[src/rtl/switch_debouncer_pkg.sv]
// Shared state encodings and default timing for the switch debouncer.
package debounce_pkg;

  typedef enum logic [1:0] {
    ZERO  = 2'b00,
    WAIT1 = 2'b01,
    ONE   = 2'b10,
    WAIT0 = 2'b11
  } state_e;

  localparam int unsigned TICK_BITS_DEF    = 19;
  localparam int unsigned STABLE_TICKS_DEF = 3;

endpackage

[src/rtl/switch_debouncer_if.sv]
// Raw switch in, debounced level and rise pulse out.
interface switch_debouncer_if;

  logic sw;
  logic db_level;
  logic db_tick;

  modport master (
    output sw,
    input  db_level,
    input  db_tick
  );

  modport slave (
    input  sw,
    output db_level,
    output db_tick
  );

endinterface

[src/rtl/switch_debouncer_tick_gen.sv]
// Free-running sample-tick generator, pulses when the count is all-ones.
module tick_gen
  import debounce_pkg::*;
#(
  parameter int unsigned TICK_BITS = TICK_BITS_DEF
) (
  input  logic clk,
  input  logic reset,
  output logic m_tick
);

  logic [TICK_BITS-1:0] cnt_q;
  logic [TICK_BITS-1:0] cnt_d;

  assign cnt_d  = cnt_q + 1'b1;
  assign m_tick = &cnt_q;

  always_ff @(posedge clk or posedge reset) begin
    if (reset) cnt_q <= '0;
    else       cnt_q <= cnt_d;
  end

endmodule

[src/rtl/switch_debouncer.sv]
// Debounces a bouncing switch: level must persist STABLE_TICKS sample ticks.
module switch_debouncer
  import debounce_pkg::*;
#(
  parameter int unsigned TICK_BITS    = TICK_BITS_DEF,
  parameter int unsigned STABLE_TICKS = STABLE_TICKS_DEF
) (
  input  logic               clk,
  input  logic               reset,
  switch_debouncer_if.slave  bus
);

  localparam logic [3:0] LAST = 4'(STABLE_TICKS - 1);

  logic [1:0] sync_q;
  logic       sw_sync;
  logic       m_tick;
  state_e     state_q;
  state_e     state_d;
  logic [3:0] cnt_q;
  logic [3:0] cnt_d;
  logic       db_tick_q;
  logic       db_tick_d;

  assign sw_sync = sync_q[1];

  tick_gen #(
    .TICK_BITS (TICK_BITS)
  ) u_tick (
    .clk    (clk),
    .reset  (reset),
    .m_tick (m_tick)
  );

  always_ff @(posedge clk or posedge reset) begin
    if (reset) begin
      sync_q    <= '0;
      state_q   <= ZERO;
      cnt_q     <= '0;
      db_tick_q <= 1'b0;
    end else begin
      sync_q    <= {sync_q[0], bus.sw};
      state_q   <= state_d;
      cnt_q     <= cnt_d;
      db_tick_q <= db_tick_d;
    end
  end

  // A reverting level beats a coincident tick in either WAIT state.
  always_comb begin
    state_d = state_q;
    cnt_d   = cnt_q;
    case (state_q)
      ZERO: begin
        if (sw_sync) begin
          state_d = WAIT1;
          cnt_d   = '0;
        end
      end
      WAIT1: begin
        if (!sw_sync) begin
          state_d = ZERO;
        end else if (m_tick) begin
          if (cnt_q == LAST) state_d = ONE;
          else               cnt_d   = cnt_q + 4'd1;
        end
      end
      ONE: begin
        if (!sw_sync) begin
          state_d = WAIT0;
          cnt_d   = '0;
        end
      end
      WAIT0: begin
        if (sw_sync) begin
          state_d = ONE;
        end else if (m_tick) begin
          if (cnt_q == LAST) state_d = ZERO;
          else               cnt_d   = cnt_q + 4'd1;
        end
      end
      default: state_d = ZERO;
    endcase
  end

  always_comb begin
    db_tick_d    = (state_q == WAIT1) && (state_d == ONE);
    bus.db_level = (state_q == ONE) || (state_q == WAIT0);
    bus.db_tick  = db_tick_q;
  end

endmodule

[src/flat_wrapper.sv]
// flat-port wrapper written by rule: the top's interface ports become plain ports
module switch_debouncer_flat import debounce_pkg::*;
#(
  parameter int unsigned TICK_BITS    = TICK_BITS_DEF,
  parameter int unsigned STABLE_TICKS = STABLE_TICKS_DEF
)
  (clk, reset, bus_sw, bus_db_level, bus_db_tick);
  switch_debouncer_if bus_i ();
  input  logic clk;
  input  logic reset;
  input wire logic [$bits(bus_i.sw)-1:0] bus_sw;
  output wire logic [$bits(bus_i.db_level)-1:0] bus_db_level;
  output wire logic [$bits(bus_i.db_tick)-1:0] bus_db_tick;
  assign bus_i.sw = bus_sw;
  assign bus_db_level = bus_i.db_level;
  assign bus_db_tick = bus_i.db_tick;
  switch_debouncer #(.TICK_BITS(TICK_BITS), .STABLE_TICKS(STABLE_TICKS)) u_core (.clk(clk), .reset(reset), .bus(bus_i));
endmodule
[config.mk]
export PLATFORM = sky130hd
export DESIGN_NAME = switch_debouncer_flat
export DESIGN_NICKNAME = d
export VERILOG_FILES = /design/src/rtl/switch_debouncer_pkg.sv /design/src/rtl/switch_debouncer_if.sv /design/src/rtl/switch_debouncer_tick_gen.sv /design/src/rtl/switch_debouncer.sv /design/src/flat_wrapper.sv
export SDC_FILE = /design/constraint.sdc
export NUM_CORES = 1
export LEC_CHECK = 0
export ABC_AREA = 1
export BUFFER_PORTS_ARGS = -buffer_cell sky130_fd_sc_hd__buf_2
export CAP_MARGIN = 30
export CORE_MARGIN = 1
export CORE_UTILIZATION = 40
export DETAILED_ROUTE_END_ITERATION = 7
export SYNTH_ARGS = -nofsm -noshare
export SYNTH_HDL_FRONTEND = slang
export SYNTH_SLANG_ARGS = --single-unit
[constraint.sdc]
create_clock -name clk -period 1.81 [get_ports clk]
set_clock_uncertainty 0.2 [all_clocks]
set_input_delay 0.362 -clock clk [delete_from_list [all_inputs] [get_ports clk]]
set_output_delay 0.362 -clock clk [all_outputs]
set_load 0.02 [all_outputs]
# Word-level counts from Yosys, hierarchy flattened
# Index checks and enable logic that the tools add are counted.
[totals]
word_cells = 37
output_inout_bits = 2
register_bits = 28
inputBits = 3
[op_classes]
n_eq_ne = 9
n_reduce_logical = 5
add_sub_neg = 2
n_mux = 16
[op_table]
columns = ["operator", "count"]
rows = [
  ["$mux W4", 6],
  ["$add A19 B1 Y19 const B", 1],
  ["$reduce_and A19 Y1", 1],
  ["$mux W2", 8],
  ["$pmux W4 S4", 1],
  ["$pmux W2 S4", 1],
  ["$eq A2 B2 Y1 const B", 3],
  ["$add A4 B1 Y4 const B", 1],
  ["$eq A4 B2 Y1 const B", 1],
  ["$ne A2 B1 Y1 const B", 2],
  ["$ne A2 B2 Y1 const B", 2],
  ["$reduce_and A4 Y1", 1],
  ["$eq A2 B1 Y1 const B", 1],
  ["$logic_not A2 Y1", 1],
  ["$logic_and A1 B1 Y1", 1],
  ["$logic_or A1 B1 Y1", 1],
]

# Longest topological paths before layout
# Gate-level depths: netlist of run 1.
[depth]
word_depth = 7
mapped_depth = 9
ltp_nobuf = 9

# Modules after synthesis
# From an unflattened synthesis of run 1, not the netlist that was laid out.
[unflattened]
hier_cells = 163
hier_area_um2 = 1375.1
[modules_own_cells]
columns = ["mod", "area_each_um2", "cells_per_inst", "seq_area_each_um2", "instances"]
rows = [
  ["tick_gen", 940.9, 113, 475.5, 1],
  ["switch_debouncer", 434.2, 50, 225.2, 1],
]

# Worst setup path after synthesis of run 1
# Ideal clock, no wire load.
[synth_timing]
path_type = "register to register"
start = "register u_core.u_tick.cnt_q[0]"
end = "register u_core.cnt_q[1]"
t_required_ps = 1493
setup_time_ps = 117
path_slack_ps = 219
n_path_buf = 0
arrival_time_ps = 1274
path_stages_with_launch = 9
synth_period_minus_slack_ps = 1591
path_cell_list = "dfrtp_1 > ha_1 > nand2_2 > nor2_4 > nand3_2 > nor2_4 > nand3_2 > nand3_1 > nand2_1"
[synth_via]
elab_chain_len = 4
elab_cells_between_ends = 5
cone_classes = "mux: 4; reduce/logical: 1"
[synth_lines]
columns = ["item", "line_no", "text"]
rows = [
  ["start, declared", "switch_debouncer_tick_gen.sv:12", "logic [TICK_BITS-1:0] cnt_q;"],
  ["start signal, assigned", "switch_debouncer_tick_gen.sv:20", "else cnt_q <= cnt_d;"],
  ["$reduce_and A19 Y1 (*)", "switch_debouncer_tick_gen.sv:16", "assign m_tick = &cnt_q;"],
  ["$mux W4 (*)", "--", ""],
  ["$mux W4, on equally long branches", "--", ""],
  ["$pmux W4 S4 (*)", "--", ""],
  ["end signal, assigned", "switch_debouncer.sv:44", "cnt_q <= cnt_d;"],
  ["end, declared", "switch_debouncer.sv:20", "logic [3:0] cnt_q;"],
]
# Mark *: on every way between the ends. The rest lies on a longest branch, timed or not. The select of a mux whose other input is x is not followed.
# A chain may end at the register's enable or synchronous reset.

# Final worst setup path of run 1
# Ends and elaborated chain as after synthesis.

==> metrics.md, run 1 <==
| Metric | Value |
|---|---|
| Max FO, Critical Path | `4` |
| VDD IR-drop max | `483.4 uV` |
| I/O pins | `5` |
| Post-Route WL | `2201 um` |
| Syn. warnings | `0` |
| Drt drc | `0` |
| Vias in the first global route | `941` |
| Grt total ovfl | `0` |
| Postcts setup bufs | `0` |
| Seq cells post-synth | `28` |
| Top cell type's share of synthesized area | `50.82%` |
| Post-route cell area | `0.001538 mm^2` |
| Post-DR wirelength/cell | `10.90 um` |
| Drt pass-1 iters | `4` |
| Max-slew violation count | `0` |
| First-pass GRT wire length | `4002 um` |
| Outcome | `finished clean` |
| Top-count cell post-synth | `nand2_1` |
| Worst r2r src | `u_core.u_tick.cnt_q[0]$_DFF_PP0_` |
| Post-synth EDFFs | `0` |
| Area leader, netlist | `dfrtp_1` |
| Clock Pin Slew Worst Setup and Hold Paths | `0.15 ns` |
| Layout cells sized above 1 | `18.35%` |
| Die X | `60.71 um` |
| Hold EP | `u_core.sync_q[1]$_DFF_PP0_` |
| Top post-synthesis cells by area | `dfrtp_1, xor2_1, nand2_1` |
| Syn Nets | `153` |
| Final nets | `165` |
| Worst R2R End | `u_core.cnt_q[1]$_DFFE_PP0P_` |
| Measured slew at the worst slew-check pin | `0.3488 ns` |
| Crit path kind | `flop to flop` |
| H-tree lvl count | `1` |
| F_max | `609.4 MHz` |
| Area growth from synthesis to layout | `11.52%` |
| WP data arrival | `1.73 ns` |
| Die Span Y | `60.71 um` |
| CTS tree | `yes` |
| Max-cap violations | `0` |
| Worst Hold Depth | `0` |
| PD cells | `734.5 mW/mm^2` |
| Min Tclk post-route | `1.641 ns` |
| Final Setup Violations | `0` |
| R2R setup slack | `0.17 ns` |
| List of most frequent post-synthesis cells | `nand2_1, dfrtp_1, inv_1, nor2_1, xor2_1` |
| Yosys cell types | `20` |
| Post-Synthesis Cells | `147` |
| Synth Cell Area | `0.001379 mm^2` |
| Internal | `0.8881 mW` |
| Die area | `0.003686 mm^2` |
| R2R depth | `9` |
| Initial Utilization | `43.73%` |
| Antenna diodes | `0` |
| Cell Rows | `20` |
| FF/Latch Area | `700.7 um^2` |
| Initial antenna violation count | `0` |
| WHS | `0.1558 ns` |
| All-layer global routing usage | `14.52%` |
| Req. time, crit path | `1.90 ns` |
| Period utilization | `90.66%` |
| RSZ-0062 raised after global routing | `false` |
| Clock Latency Late Sink | `0.33 ns` |
| Power share of the clock group | `36.5%` |
| Flop pwr share | `57.8%` |
| Area of the multi-input gates | `614.3 um^2` |
| CTS buffer count | `3` |
| Root buffer cell | `clkbuf_4` |
| Clk buf depth | `2` |
| CTS Sinks | `28` |
| Via density per instance | `4.614` |
| HP Start | `u_core.sync_q[0]$_DFF_PP0_` |
| Critical path startpoint category | `flop` |
| Placer Congestion | `0.8131` |
| Iteration-0 DRC count of the detailed router | `54` |
| Core footprint | `0.003153 mm^2` |
| Via count | `932` |
| Critical Path End Type | `flop` |
| Antenna Nets Post-Route | `0` |
| P_sw | `0.2414 mW` |
| IO buf count | `4` |
| Setup TNS | `0 ns` |
| Slew margin rel. | `76.75%` |
| Largest net degree at the start of global routing | `29` |
| Gate power share | `5.8%` |
| Worst hold-check path type | `flop to flop` |
| Fillers | `317` |
| Leakage power total | `0.7183 nW` |
| Async S/R FF share, synth | `100.0%` |
| Hold Violations, Final | `0` |
| Syn avg cell area | `9.380 um^2` |
| Switch share | `21.37%` |
| Most used flip-flop cell after synthesis | `dfrtp_1` |
| DP Wirelength | `1630 um` |
| Sequential element share of the synthesized area | `50.82%` |
| Dpl cell area | `0.001465 mm^2` |
-- per-layer routing --
metal  track usage [%]  up-vias  routed length (um)
met5                 0        -                   0
met4             1.948        0                   0
met3             4.478        0                  53
met2             25.27        7                1087
met1             18.24      450                1060
li1                  -      475                   -
-- power by group through the flow --
stage	Clock, mW	Sequential (mW)	Combinational, mW
after floorplan	0	0.661	0.0483
after global placement	0	0.665	0.0612
after detailed placement	0	0.665	0.0635
after CTS	0.432	0.653	0.0672
after global routing	0.451	0.655	0.0786
final	0.412	0.653	0.0650
-- worst max path at each step --
stage          cells after the start                             start                     endpoint  slack, ns
2_1_floorplan                      8  u_core.u_tick.cnt_q[0]$_DFF_PP0_  u_core.cnt_q[1]$_DFFE_PP0P_       0.22
3_3_place_gp                       8  u_core.u_tick.cnt_q[0]$_DFF_PP0_  u_core.cnt_q[0]$_DFFE_PP0P_       0.22
3_5_place_dp                       8  u_core.u_tick.cnt_q[0]$_DFF_PP0_  u_core.cnt_q[1]$_DFFE_PP0P_       0.17
4_1_cts                            9  u_core.u_tick.cnt_q[0]$_DFF_PP0_  u_core.cnt_q[1]$_DFFE_PP0P_       0.16
5_1_grt                            8  u_core.u_tick.cnt_q[0]$_DFF_PP0_  u_core.state_q[1]$_DFF_PP0_       0.04
6_report                           9  u_core.u_tick.cnt_q[0]$_DFF_PP0_  u_core.cnt_q[1]$_DFFE_PP0P_       0.17
-- what timing repair did --
item,4_1_cts,5_1_grt
hold buffers,2,0
endpoints found under the hold margin,29,0
gates resized for setup,0,0
-- registers in the layout, indices dropped and copies added (netlist names) --
register / cells
u_core.sync_q: 2
u_core.u_tick.cnt_q: 19
u_core.bus.db_tick: 1
u_core.cnt_q: 4
u_core.state_q: 2
-- critical path: stages (launching register included) --
cell	delay, ns
dfrtp_1	0.39
ha_1	0.20
nand2_2	0.08
nor2_4	0.14
nand2_2	0.12
nor2_4	0.14
nand3_2	0.09
nand2_2	0.11
nand3_1	0.08
nand2_1	0.07
-- cells in the final DEF (no fill, tap or decap), drive strengths merged --
master and count:
buf 6, xnor2 5, nand2 34, or2 2, dfrtp 28, a21oi 2, inv 16, clkbuf 3
nand3 15, xor2 13, dlygate4sd3 2, nor3 4, nand4 3, ha 3, bufinv 1, nor2 21
-- area by class of cell --
cell class | count | area share (%)
Multi-Input combinational cell | 102 | 39.95
Clock inverter | 1 | 1.953
Inverter | 16 | 3.906
Clock buffer | 3 | 1.465
Timing Repair Buffer | 8 | 3.580
Tap cell | 44 | 3.580
Sequential cell | 28 | 45.57
-- per-stage QoR --
stage / setup slack, ns / power, mW / cells / util [%]
final: 0.1691 / 1.130 / 202 / 48.77
after global routing: 0.03518 / 1.184 / 202 / 48.77
after CTS: 0.1583 / 1.153 / 202 / 48.77
after detailed placement: 0.1713 / 0.7285 / 196 / 46.47
after global placement: 0.2183 / 0.7262 / 196 / 46.47
after floorplan: 0.2188 / 0.7094 / 147 / -
-- kinds of logic after synthesis --
family	synth area share [%]
and+or+nand+nor	29.67
DFF	50.82
xor gates and xnor gates	11.43
adders and majority gates	2.723
buffers and inverters	4.627
AOI/OAI and AO/OA	0.7260
Note: power is estimated with default switching activity, not from simulation.
==> run 2, diff against run 1 <==
ABC_AREA = 0   (was 1)
==> metrics.md, run 2 <==
| Metric | Value |
|---|---|
| Layout cells sized above 1 | `39.86%` |
| Initial Utilization | `42.60%` |
| Synth Area in Compound Gates | `4.676%` |
| Hold EP | `u_core.sync_q[1]$_DFF_PP0_` |
| Commonest non-fill, non-tap cell in the layout | `buf_4` |
| WHS | `0.1646 ns` |
| Final core occ | `55.81%` |
| Post-Route WL | `2589 um` |
| Failing checks | `negative setup slack` |
| Post-synth EDFFs | `0` |
| Syn. warnings | `0` |
| DP Wirelength | `1760 um` |
| Leakage power total | `0.8291 nW` |
| Crit path kind | `flop to flop` |
| Clock Latency Late Sink | `0.31 ns` |
| Most used flip-flop cell after synthesis | `dfrtp_1` |
| Worst R2R End | `u_core.cnt_q[2]$_DFFE_PP0P_` |
| Post-synthesis mux area share | `1.145%` |
| Hold Violations, Final | `0` |
| List of most frequent post-synthesis cells | `dfrtp_1, xnor2_1, nand2_1` |
| F_max | `534.4 MHz` |
| Async S/R FF share, synth | `100.0%` |
| Via count | `934` |
| Sequential element share of the synthesized area | `53.44%` |
| Critical Path End Type | `flop` |
| Largest net degree at the start of global routing | `15` |
| Cells after DPL | `181` |
| Clock Pin Slew Worst Setup and Hold Paths | `0.14 ns` |
| Period utilization | `103.4%` |
| Top post-synthesis cells by area | `dfrtp_1, xnor2_1, nand3_1` |
| CTS tree | `yes` |
| Core footprint | `0.003078 mm^2` |
| R2R setup slack | `-0.06 ns` |
| RSZ-0062 raised after global routing | `true` |
| Worst r2r src | `u_core.u_tick.cnt_q[15]$_DFF_PP0_` |
| CTS Sinks | `28` |
| Root buffer cell | `clkbuf_4` |
| WP data arrival | `1.90 ns` |
| Placer Congestion | `0.7822` |
| Antenna Nets Post-Route | `0` |
| R2R depth | `4` |
| Synth Area in Adders | `2.863%` |
| Die area | `0.003511 mm^2` |
| Crit-path max cell delay | `0.54 ns` |
| Syn Nets | `117` |
| Max reg flops | `19` |
| Via density per instance | `4.865` |
| Synth Area in Simple Gates | `23.28%` |
| Vias in the first global route | `994` |
| Top-count cell post-synth | `dfrtp_1` |
| Critical path startpoint category | `flop` |
| Post-route cell area | `0.001718 mm^2` |
| Dpl cell area | `0.001574 mm^2` |
| Yosys cell types | `27` |
| Syn avg cell area | `11.81 um^2` |
| Worst Hold Depth | `0` |
| Measured slew at the worst slew-check pin | `0.4112 ns` |
| Xor and xnor area share after synthesis | `12.02%` |
| Slowest-stage cell, CP | `or4_4` |
| Fin worst setup slack | `-0.06115 ns` |
| Outcome | `finished with violations` |
| First-pass GRT wire length | `4395 um` |
| CTS buffer count | `3` |
| Most frequent cells in the layout | `buf_4, dfrtp_1, xnor2_1` |
| Setup TNS | `-0.1201 ns` |
| Worst Setup Slack post-DPL | `-0.09838 ns` |
| Post-DR wirelength/cell | `13.48 um` |
| Non-Filler Instances | `192` |
| Grt total ovfl | `0` |
| Cell Rows | `20` |
| Worst hold-check path type | `flop to flop` |
| Req. time, crit path | `1.84 ns` |
| Synth Cell Area | `0.001311 mm^2` |
| H-tree lvl count | `1` |
| Max-slew violation count | `0` |
| Die X | `59.26 um` |
| Crit-path cells | `and4_4 > nand4_4 > or4_4 > o311ai_4` |
| Post-Synthesis Cells | `111` |
| VDD IR-drop max | `340.4 uV` |
| Largest Register | `u_core.u_tick.cnt_q` |
| Max FO, Critical Path | `8` |
| Min Tclk post-route | `1.871 ns` |
| Area growth from synthesis to layout | `31.01%` |
| Iteration-0 DRC count of the detailed router | `21` |
| PD cells | `531.2 mW/mm^2` |
| I/O pins | `5` |
| Clk buf depth | `2` |
| Antenna diodes | `0` |
| All-layer global routing usage | `17.02%` |
| Power, Total | `0.9125 mW` |
| Largest registers | `u_core.u_tick.cnt_q x19, u_core.cnt_q x4` |
| Drt pass-1 iters | `4` |
| Largest family of logic cells by synthesized area | `simple AND/OR/NAND/NOR gates` |
| Drt drc | `0` |
| Slew margin rel. | `72.56%` |
| HP Start | `u_core.sync_q[0]$_DFF_PP0_` |
| Final Setup Violations | `3` |
| Area leader, netlist | `dfrtp_1` |
| Die Span Y | `59.26 um` |
| Top cell type's share of synthesized area | `53.44%` |
| IO buf count | `4` |
| Final nets | `156` |
| Max-cap violations | `0` |
| Seq cells post-synth | `28` |
| Initial antenna violation count | `0` |
==> run 2: worst max-delay path by stage <==
stage,from,end,cells after the start
finish,u_core.u_tick.cnt_q[15]$_DFF_PP0_,u_core.cnt_q[2]$_DFFE_PP0P_,4
global route,u_core.u_tick.cnt_q[0]$_DFF_PP0_,u_core.cnt_q[2]$_DFFE_PP0P_,5
CTS,u_core.u_tick.cnt_q[1]$_DFF_PP0_,u_core.cnt_q[2]$_DFFE_PP0P_,5
detailed placement,u_core.u_tick.cnt_q[1]$_DFF_PP0_,u_core.cnt_q[2]$_DFFE_PP0P_,5
global placement,u_core.u_tick.cnt_q[1]$_DFF_PP0_,u_core.cnt_q[2]$_DFFE_PP0P_,5
floorplan,u_core.cnt_q[0]$_DFFE_PP0P_,u_core.state_q[1]$_DFF_PP0_,6
==> run 2: worst max-delay path, delay by kind of cell (launching register included) <==
kind	cells	cell delay, ns
AO/OA/AOI/OAI	1	0.23
flip-flops	1	0.38
AND/OR/NAND/NOR	3	0.97
==> run 2: metal layers <==
metal	share of wire, %	vias to the layer above	global-route usage [%]	wire length, um
li1	-	462	-	-
met1	42	462	19.78	1079
met2	55	6	30.34	1424
met3	1.7	4	2.620	44
met4	1.5	0	8.163	40
met5	0	-	0	0
==> run 2: timing repair <==
item                       in CTS  in global routing
setup buffers                   2                  4
gates resized for setup         6                  6
hold buffers                    2                  0
hold endpoints to repair       10                  0
pin swaps                       2                  3
setup endpoints to repair       3                  6
==> run 2: logic make-up after synthesis <==
group | count (synthesis)
xor gates and xnor gates | 18
adders and majority gates | 3
buffers and inverters | 7
and+or+nand+nor | 47
DFF | 28
AOI/OAI and AO/OA | 7
muxes | 1
==> run 2: cell type report <==
cell class	instances	area (um^2)
clock buffers	3	22.52
repair buffers	37	272.8
multi-input cells	76	651.9
inverters	4	15.01
well taps	44	55.05
flip-flops and latches	28	700.7
fillers	271	1360
==> run 2: report_power, final <==
group          leakage [nW]  switching [mW]  total (mW)  internal (mW)
Combinational         0.445          0.0220      0.0350         0.0130
Sequential            0.370         0.00182       0.631          0.629
Clock                0.0138           0.169       0.247         0.0779
